## src/rtl/upct_encoder_if.sv

```systemverilog
// Upper PC table port bundle: BTB-update encode request/response and fetch-side read.
// The master drives requests (BTB/fetch logic); the slave is the table itself.
interface upct_encoder_if #(
  parameter int UPPER_PC_TABLE_ENTRIES     = 8,
  parameter int BTB_TARGET_WIDTH           = 10,
  parameter int LOG_UPPER_PC_TABLE_ENTRIES = $clog2(UPPER_PC_TABLE_ENTRIES),
  parameter int UPPER_PC_WIDTH             = 32 - BTB_TARGET_WIDTH - 1
);
  logic                                  read_req_valid;
  logic [LOG_UPPER_PC_TABLE_ENTRIES-1:0] read_req_index;
  logic [UPPER_PC_WIDTH-1:0]             read_resp_upper_PC;

  logic                                  update0_valid;
  logic [31:0]                           update0_target_full_PC;
  logic [LOG_UPPER_PC_TABLE_ENTRIES-1:0] update1_upper_PC_index;
  logic                                  update1_hit;

  modport master (
    output read_req_valid, read_req_index, update0_valid, update0_target_full_PC,
    input  read_resp_upper_PC, update1_upper_PC_index, update1_hit
  );

  modport slave (
    input  read_req_valid, read_req_index, update0_valid, update0_target_full_PC,
    output read_resp_upper_PC, update1_upper_PC_index, update1_hit
  );
endinterface

```

## src/rtl/upct_encoder.sv

```systemverilog
// Upper PC table: CAM-encodes target[31:11] into a small index (PLRU replacement) and
// decodes an index back to the upper PC. Optional macro UPCT_WRITE_BYPASS_EN forwards a
// same-cycle miss-allocate to a read of the same index.
module upct_encoder #(
  parameter int UPPER_PC_TABLE_ENTRIES     = 8,
  parameter int BTB_TARGET_WIDTH           = 10,
  parameter int LOG_UPPER_PC_TABLE_ENTRIES = $clog2(UPPER_PC_TABLE_ENTRIES),
  parameter int UPPER_PC_WIDTH             = 32 - BTB_TARGET_WIDTH - 1
) (
  input logic            CLK,
  input logic            nRST,
  upct_encoder_if.slave  bus
);

  localparam int N  = UPPER_PC_TABLE_ENTRIES;
  localparam int IW = LOG_UPPER_PC_TABLE_ENTRIES;
  localparam int UW = UPPER_PC_WIDTH;

  // Table state
  logic [N-1:0]  valid_q;
  logic [UW-1:0] upper_q [N];
  logic [N-2:0]  plru_q;

  // Registered outputs
  logic [UW-1:0] rd_q;
  logic [IW-1:0] idx_q;
  logic          hit_q;

  // Update-side combinational lookup
  logic [UW-1:0] upd_upper;
  logic [N-1:0]  match_vec;
  logic          upd_hit;
  logic          any_free;
  logic [IW-1:0] hit_idx;
  logic [IW-1:0] free_idx;
  logic [IW-1:0] victim_idx;
  logic [IW-1:0] alloc_idx;
  logic [IW-1:0] upd_idx;
  logic [UW-1:0] rd_data;
  logic          unused_low_bits;

  assign upd_upper       = bus.update0_target_full_PC[31:BTB_TARGET_WIDTH+1];
  assign unused_low_bits = ^bus.update0_target_full_PC[BTB_TARGET_WIDTH:0];

  // Walk a way's root-to-leaf path and flip each node to point at the other subtree.
  function automatic logic [N-2:0] plru_touch(input logic [N-2:0] tree,
                                              input logic [IW-1:0] way);
    logic [N-2:0]  t;
    logic [IW-1:0] node;
    logic          b;
    t    = tree;
    node = '0;
    for (int lvl = 0; lvl < IW; lvl++) begin
      b       = way[IW-1-lvl];
      t[node] = ~b;
      node    = IW'(2 * int'(node) + 1 + int'(b));
    end
    return t;
  endfunction

  // NOTE: every variable assigned in an always_comb gets a default first, so no path
  // leaves it unassigned and no latch is inferred.
  always_comb begin
    match_vec = '0;
    hit_idx   = '0;
    free_idx  = '0;
    any_free  = 1'b0;
    for (int i = 0; i < N; i++) begin
      match_vec[i] = valid_q[i] && (upper_q[i] == upd_upper);
    end
    // Descending scan so the lowest-numbered candidate is the one left standing.
    for (int i = N - 1; i >= 0; i--) begin
      if (match_vec[i]) hit_idx = IW'(i);
      if (!valid_q[i]) begin
        free_idx = IW'(i);
        any_free = 1'b1;
      end
    end
  end

  always_comb begin
    logic [IW-1:0] node;
    victim_idx = '0;
    node       = '0;
    for (int lvl = 0; lvl < IW; lvl++) begin
      victim_idx[IW-1-lvl] = plru_q[node];
      node = IW'(2 * int'(node) + 1 + int'(plru_q[node]));
    end
  end

  assign upd_hit   = |match_vec;
  assign alloc_idx = any_free ? free_idx : victim_idx;
  assign upd_idx   = upd_hit ? hit_idx : alloc_idx;

`ifdef UPCT_WRITE_BYPASS_EN
  logic bypass;
  assign bypass  = bus.read_req_valid && bus.update0_valid && !upd_hit &&
                   (alloc_idx == bus.read_req_index);
  assign rd_data = bypass ? upd_upper : upper_q[bus.read_req_index];
`else
  assign rd_data = upper_q[bus.read_req_index];
`endif

  // NOTE: sequential state uses non-blocking assignments so every register samples
  // the pre-edge values, which is what makes the read path read-before-write.
  always_ff @(posedge CLK or negedge nRST) begin
    if (!nRST) begin
      // NOTE: the table array is reset explicitly because a post-reset read of an
      // unwritten entry must return 0, so it cannot be left as uninitialised RAM.
      valid_q <= '0;
      for (int i = 0; i < N; i++) upper_q[i] <= '0;
      plru_q  <= '0;
      rd_q    <= '0;
      idx_q   <= '0;
      hit_q   <= 1'b0;
    end else begin
      if (bus.read_req_valid) rd_q <= rd_data;
      if (bus.update0_valid) begin
        idx_q  <= upd_idx;
        hit_q  <= upd_hit;
        plru_q <= plru_touch(plru_q, upd_idx);
        if (!upd_hit) begin
          valid_q[upd_idx] <= 1'b1;
          upper_q[upd_idx] <= upd_upper;
        end
      end
    end
  end

  assign bus.read_resp_upper_PC     = rd_q;
  assign bus.update1_upper_PC_index = idx_q;
  assign bus.update1_hit            = hit_q;

endmodule

```

## src/flat_wrapper.sv

```systemverilog
// flat-port wrapper written by rule: the top's interface ports become plain ports
module upct_encoder_flat 
#(
  parameter int UPPER_PC_TABLE_ENTRIES     = 8,
  parameter int BTB_TARGET_WIDTH           = 10,
  parameter int LOG_UPPER_PC_TABLE_ENTRIES = $clog2(UPPER_PC_TABLE_ENTRIES),
  parameter int UPPER_PC_WIDTH             = 32 - BTB_TARGET_WIDTH - 1
)
  (CLK, nRST, bus_read_req_valid, bus_read_req_index, bus_update0_valid, bus_update0_target_full_PC, bus_read_resp_upper_PC, bus_update1_upper_PC_index, bus_update1_hit);
  upct_encoder_if #(.UPPER_PC_TABLE_ENTRIES(UPPER_PC_TABLE_ENTRIES), .BTB_TARGET_WIDTH(BTB_TARGET_WIDTH), .LOG_UPPER_PC_TABLE_ENTRIES(LOG_UPPER_PC_TABLE_ENTRIES), .UPPER_PC_WIDTH(UPPER_PC_WIDTH)) bus_i ();
  input logic CLK;
  input logic nRST;
  input wire logic [$bits(bus_i.read_req_valid)-1:0] bus_read_req_valid;
  input wire logic [$bits(bus_i.read_req_index)-1:0] bus_read_req_index;
  input wire logic [$bits(bus_i.update0_valid)-1:0] bus_update0_valid;
  input wire logic [$bits(bus_i.update0_target_full_PC)-1:0] bus_update0_target_full_PC;
  output wire logic [$bits(bus_i.read_resp_upper_PC)-1:0] bus_read_resp_upper_PC;
  output wire logic [$bits(bus_i.update1_upper_PC_index)-1:0] bus_update1_upper_PC_index;
  output wire logic [$bits(bus_i.update1_hit)-1:0] bus_update1_hit;
  assign bus_i.read_req_valid = bus_read_req_valid;
  assign bus_i.read_req_index = bus_read_req_index;
  assign bus_i.update0_valid = bus_update0_valid;
  assign bus_i.update0_target_full_PC = bus_update0_target_full_PC;
  assign bus_read_resp_upper_PC = bus_i.read_resp_upper_PC;
  assign bus_update1_upper_PC_index = bus_i.update1_upper_PC_index;
  assign bus_update1_hit = bus_i.update1_hit;
  upct_encoder #(.UPPER_PC_TABLE_ENTRIES(UPPER_PC_TABLE_ENTRIES), .BTB_TARGET_WIDTH(BTB_TARGET_WIDTH), .LOG_UPPER_PC_TABLE_ENTRIES(LOG_UPPER_PC_TABLE_ENTRIES), .UPPER_PC_WIDTH(UPPER_PC_WIDTH)) u_core (.CLK(CLK), .nRST(nRST), .bus(bus_i));
endmodule
```

## config.mk

```make
export PLATFORM = sky130hd
export DESIGN_NAME = upct_encoder_flat
export DESIGN_NICKNAME = d
export VERILOG_FILES = /design/src/rtl/upct_encoder_if.sv /design/src/rtl/upct_encoder.sv /design/src/flat_wrapper.sv
export SDC_FILE = /design/constraint.sdc
export NUM_CORES = 1
export LEC_CHECK = 0
export CAP_MARGIN = 15
export CORE_ASPECT_RATIO = 0.75
export CORE_MARGIN = 5
export CORE_UTILIZATION = 55
export DETAILED_ROUTE_END_ITERATION = 16
export DONT_BUFFER_PORTS = 1
export MAX_ROUTING_LAYER = met4
export PLACE_DENSITY_LB_ADDON = 0.08
export SETUP_SLACK_MARGIN = 0.3
export SYNTH_ARGS = -nofsm -noshare
export SYNTH_HDL_FRONTEND = slang
export SYNTH_SLANG_ARGS = --single-unit
```

## constraint.sdc

```tcl
create_clock -name CLK -period 7 [get_ports CLK]
set_clock_uncertainty 0.15 [all_clocks]
set_input_delay 2.1 -clock CLK [delete_from_list [all_inputs] [get_ports CLK]]
set_output_delay 2.1 -clock CLK [all_outputs]
set_load 0.1 [all_outputs]
```

==> run summary <==
### Logic synthesis
- 42.05% — sequential area share after synthesis
- 100.0% — share of synthesized registers carrying an async set or reset
- 12.01% — xor and xnor area share after synthesis
- 13.27 um^2 — Synth Area per Inst
- 8.127% — Post-Synth Simple-Gate Area
- 979 — net count of the mapped netlist
- 2.446% — area fraction in compound gates after synthesis
- 0 — warning count from the yosys run
- 0.7076% — post-synthesis adder-cell area fraction
- 0 — count of flip-flops with a built-in enable after synthesis
- 208 — flop and latch count out of synthesis
- 57 — number of library cell types mapped by synthesis
- 933 — post-synthesis instance total
- multiplexers — combinational family with the most area after synthesis
- 0.01238 mm^2 — Post-Synthesis Cell Area
- 29.31% — multiplexer fraction of the synthesized cell area
- sky130_fd_sc_hd__dfrtp_1 — dominant register cell in the synthesized netlist

### Job
- 0 — number of max-cap violations

### Floorplan
- 0.02564 mm^2 — Die ar.
- 0.02211 mm^2 — standard cell core area
- 55.98% — initial core utilization
- 183.2 um — die extent in x
- 139.9 um — die outline height
- 47 — number of placement rows
- 64 — number of primary I/O pins

### Clock tree
- 0 — hold buffer count at cts
- 23 — clock buffers created by TritonCTS
- sky130_fd_sc_hd__clkbuf_16 — root buffer cell
- 530 ps — insertion delay of the later-clocked pin in the worst-skew pair
- 0 — setup bufs post-CTS
- built — CTS tree
- 208 — sinks on the clock net
- 60 ps — Reg clk slew, reported paths
- 1 — H-tree depth reported by CTS
- 3 — buffers from clock root to sink, at most
- 0 — Resized cells post-CTS

### Power
- 3287 uW — net switching power
- 616.8 mW/mm^2 — total power density per cell area
- 0.005285 uW — Leak Pwr
- 40.78% — switching fraction of total power
- 483.7 uV — maximum ir drop on the vdd rail
- 16.9% — clock share of power
- 35.1% — register share of total power
- 4774 uW — internal power contribution
- 48.1% — fraction of power consumed by combinational cells

### Detailed routing
- 0 — detailed-route DRC error count
- 15,230 um — total length of routed met2 wires
- 29.00 um — routed wirelength normalized by instance count
- 16,370 um — met1 wire length
- 6.213 — vias per cell
- met4 — Highest Signal Layer
- 0 — post-route ant nets
- 34,720 um — WL final
- 7 — detailed-router iteration count before antenna repair
- 7,437 — number of vias in the routed layout
- 2533 um — Routed met3 length
- 745 — number of DRC markers after the initial detailed-route iteration

### Timing
- 0 ps — setup TNS
- 0 — final count of negative-setup-slack endpoints
- false — setup repair after global routing missed its margin
- 31.15% — headroom to the max-slew limit
- 5625 ps — final worst path period need
- 0 — Final Slew Violations
- 1023 ps — worst-margin pin slew
- 177.8 MHz — achievable clock frequency
- 0 — Hold Vio Cnt, Final
- 80.35% — Period Utilization, post-route

### Worst setup path
- 2530 ps — minimum setup slack among reg-to-reg paths
- 16 — Critical Path Fanout Max
- 5880 ps — arrival time at the worst endpoint
- input pin to flop — worst setup path category
- 7250 ps — Req. time, crit path
- flop — Critical Path Sink Type
- input pin — Worst Setup Start Kind

### Global route
- 52,520 um — global-route wire length before repair
- 0 — initial antenna violation count
- 0 — overall overflow remaining after global route
- 209 — pin count of the biggest net entering global routing
- 28.07% — global-route usage over all layers
- 7,659 — via count of the first global-routing pass

### Place
- 1,156 — number of placed instances, taps included
- 0 — number of input and output port buffers inserted
- 0.9876 — RD Place Congestion
- 24,460 um — detailed-placement wirelength estimate
- 0.01224 mm^2 — area post-placement

### Run status
- complete, no violations — result of the run

### Min path
- flop to flop — Hold/Removal Path Class

### Cells and area
- 0.01307 mm^2 — post-route standard cell area excluding fillers
- 5.590% — area delta synth->final
- 1,809 — Filler Cells Inserted
- 31.12% — share of post-route cells with drive strength above 1
- sky130_fd_sc_hd__dfrtp_1 — commonest non-fill, non-tap cell in the layout
- sky130_fd_sc_hd__dfrtp_1 (208), sky130_fd_sc_hd__xnor2_1 (139), sky130_fd_sc_hd__mux2_4 (133) — commonest cells after routing, fill and taps aside
- 1,197 — Non-Filler Instances
- 0 — ANT cells
- 933 — Net count, final

[cell type report]
type	count	area [um^2]	share of cell area, %
clock buffer	32	629.4	4.815
clock inverter	9	198.9	1.522
multi-input combinational	631	6513	49.83
sequential	208	5205	39.82
timing repair buffer	12	115.1	0.8807
inverter	11	41.29	0.3159
tap	294	367.9	2.814
[final timing paths]
path | start | to | cells after the start
setup / recovery | bus_update0_target_full_PC[26] | u_core.upper_q[161] | 10
hold / removal | u_core.plru_q[6] | u_core.plru_q[6] | 1
setup reg to reg | u_core.upper_q[141] | u_core.upper_q[161] | 10
hold reg to reg | u_core.plru_q[6] | u_core.plru_q[6] | 1
max in group asynchronous | nRST | u_core.upper_q[106] | 0
min in group asynchronous | nRST | u_core.upper_q[150] | 0
[synth_stat cells, types with 2 or more instances]
master / number / share of area (%)
sky130_fd_sc_hd__nand2_1: 19 / 0.58
sky130_fd_sc_hd__mux2_4: 133 / 16
sky130_fd_sc_hd__o211ai_1: 2 / 0.12
sky130_fd_sc_hd__ha_1: 7 / 0.71
sky130_fd_sc_hd__nand2b_1: 2 / 0.10
sky130_fd_sc_hd__buf_8: 3 / 0.36
sky130_fd_sc_hd__or2_2: 7 / 0.35
sky130_fd_sc_hd__dfrtp_1: 208 / 42
sky130_fd_sc_hd__buf_12: 3 / 0.49
sky130_fd_sc_hd__nor3b_1: 2 / 0.12
sky130_fd_sc_hd__buf_2: 28 / 1.1
sky130_fd_sc_hd__mux4_2: 42 / 7.6
sky130_fd_sc_hd__nor2_1: 27 / 0.82
sky130_fd_sc_hd__nand3_1: 4 / 0.16
sky130_fd_sc_hd__clkbuf_1: 10 / 0.30
sky130_fd_sc_hd__nand4_2: 2 / 0.20
sky130_fd_sc_hd__buf_4: 7 / 0.42
sky130_fd_sc_hd__nor4b_1: 3 / 0.21
sky130_fd_sc_hd__and4_1: 4 / 0.28
sky130_fd_sc_hd__nor4_1: 16 / 0.81
sky130_fd_sc_hd__or2_1: 4 / 0.20
sky130_fd_sc_hd__nor3_1: 4 / 0.16
sky130_fd_sc_hd__buf_6: 22 / 2.0
sky130_fd_sc_hd__and3_1: 5 / 0.25
sky130_fd_sc_hd__o21ai_0: 6 / 0.24
sky130_fd_sc_hd__buf_1: 10 / 0.30
sky130_fd_sc_hd__a211o_1: 2 / 0.14
sky130_fd_sc_hd__xnor2_1: 139 / 9.8
sky130_fd_sc_hd__inv_1: 11 / 0.33
sky130_fd_sc_hd__a21oi_1: 24 / 0.97
sky130_fd_sc_hd__mux2_1: 2 / 0.18
sky130_fd_sc_hd__mux2i_1: 21 / 1.7
sky130_fd_sc_hd__nand4_1: 57 / 2.9
sky130_fd_sc_hd__xnor2_2: 2 / 0.26
sky130_fd_sc_hd__a31o_2: 2 / 0.14
sky130_fd_sc_hd__a211oi_1: 3 / 0.18
sky130_fd_sc_hd__or4_1: 3 / 0.18
sky130_fd_sc_hd__mux2_2: 39 / 3.5
sky130_fd_sc_hd__nor2_4: 4 / 0.36
sky130_fd_sc_hd__xor2_1: 27 / 1.9
[through the flow]
stage,utilization (%),setup WS [ps],hold slack [ps],total power [uW]
5_1_grt,59.11,1201,387.0,8420
2_1_floorplan,-,1815,319.9,5850
6_report,59.11,1375,349.0,8061
3_3_place_gp,55.36,787.9,334.3,6592
4_1_cts,59.11,1367,353.2,8058
3_5_place_dp,55.36,842.5,335.8,6674
[power by group through the flow]
| stage | registers, uW | clock network (uW) | logic (uW) |
|---|---|---|---|
| global placement | 2780 | 0 | 3810 |
| detailed placement | 2830 | 0 | 3840 |
| CTS | 2820 | 1380 | 3860 |
| floorplan | 2650 | 0 | 3200 |
| global route | 2900 | 1420 | 4090 |
| finish | 2830 | 1360 | 3870 |
[flip-flops by register name, indices dropped and copies added, names as in the netlist]
name and cells:
u_core.bus.read_resp_upper_PC 21, u_core.bus.update1_hit 1, u_core.bus.update1_upper_PC_index 3, u_core.plru_q 7, u_core.upper_q 168, u_core.valid_q 8
[metal layers]
metal	vias to the layer above	track usage [%]
li1	3264	-
met3	41	5.391
met5	-	-
met2	256	40.36
met4	0	4.781
met1	3876	42.38
[critical path, stage by stage]
cell                       delay [ps]
sky130_fd_sc_hd__xor2_1           170
sky130_fd_sc_hd__nor4_1           890
sky130_fd_sc_hd__nand3_1          310
sky130_fd_sc_hd__o211ai_1         270
sky130_fd_sc_hd__o21ai_2          200
sky130_fd_sc_hd__inv_1            170
sky130_fd_sc_hd__ha_1             210
sky130_fd_sc_hd__and3_1           730
sky130_fd_sc_hd__buf_4            460
sky130_fd_sc_hd__mux2_4           330
[cells by family (layout without fill, tap and decap cells)]
logic type               Yosys count  count (layout)
adder cells (fa/ha/maj)            7               7
multiplexers                     238             238
buffers and inverters             94              64
XOR/XNOR                         168             168
AO/OA/AOI/OAI                     48              48
flip-flops                       208             208
AND/OR/NAND/NOR                  170             170
Note: power is estimated with default switching activity, not from simulation.
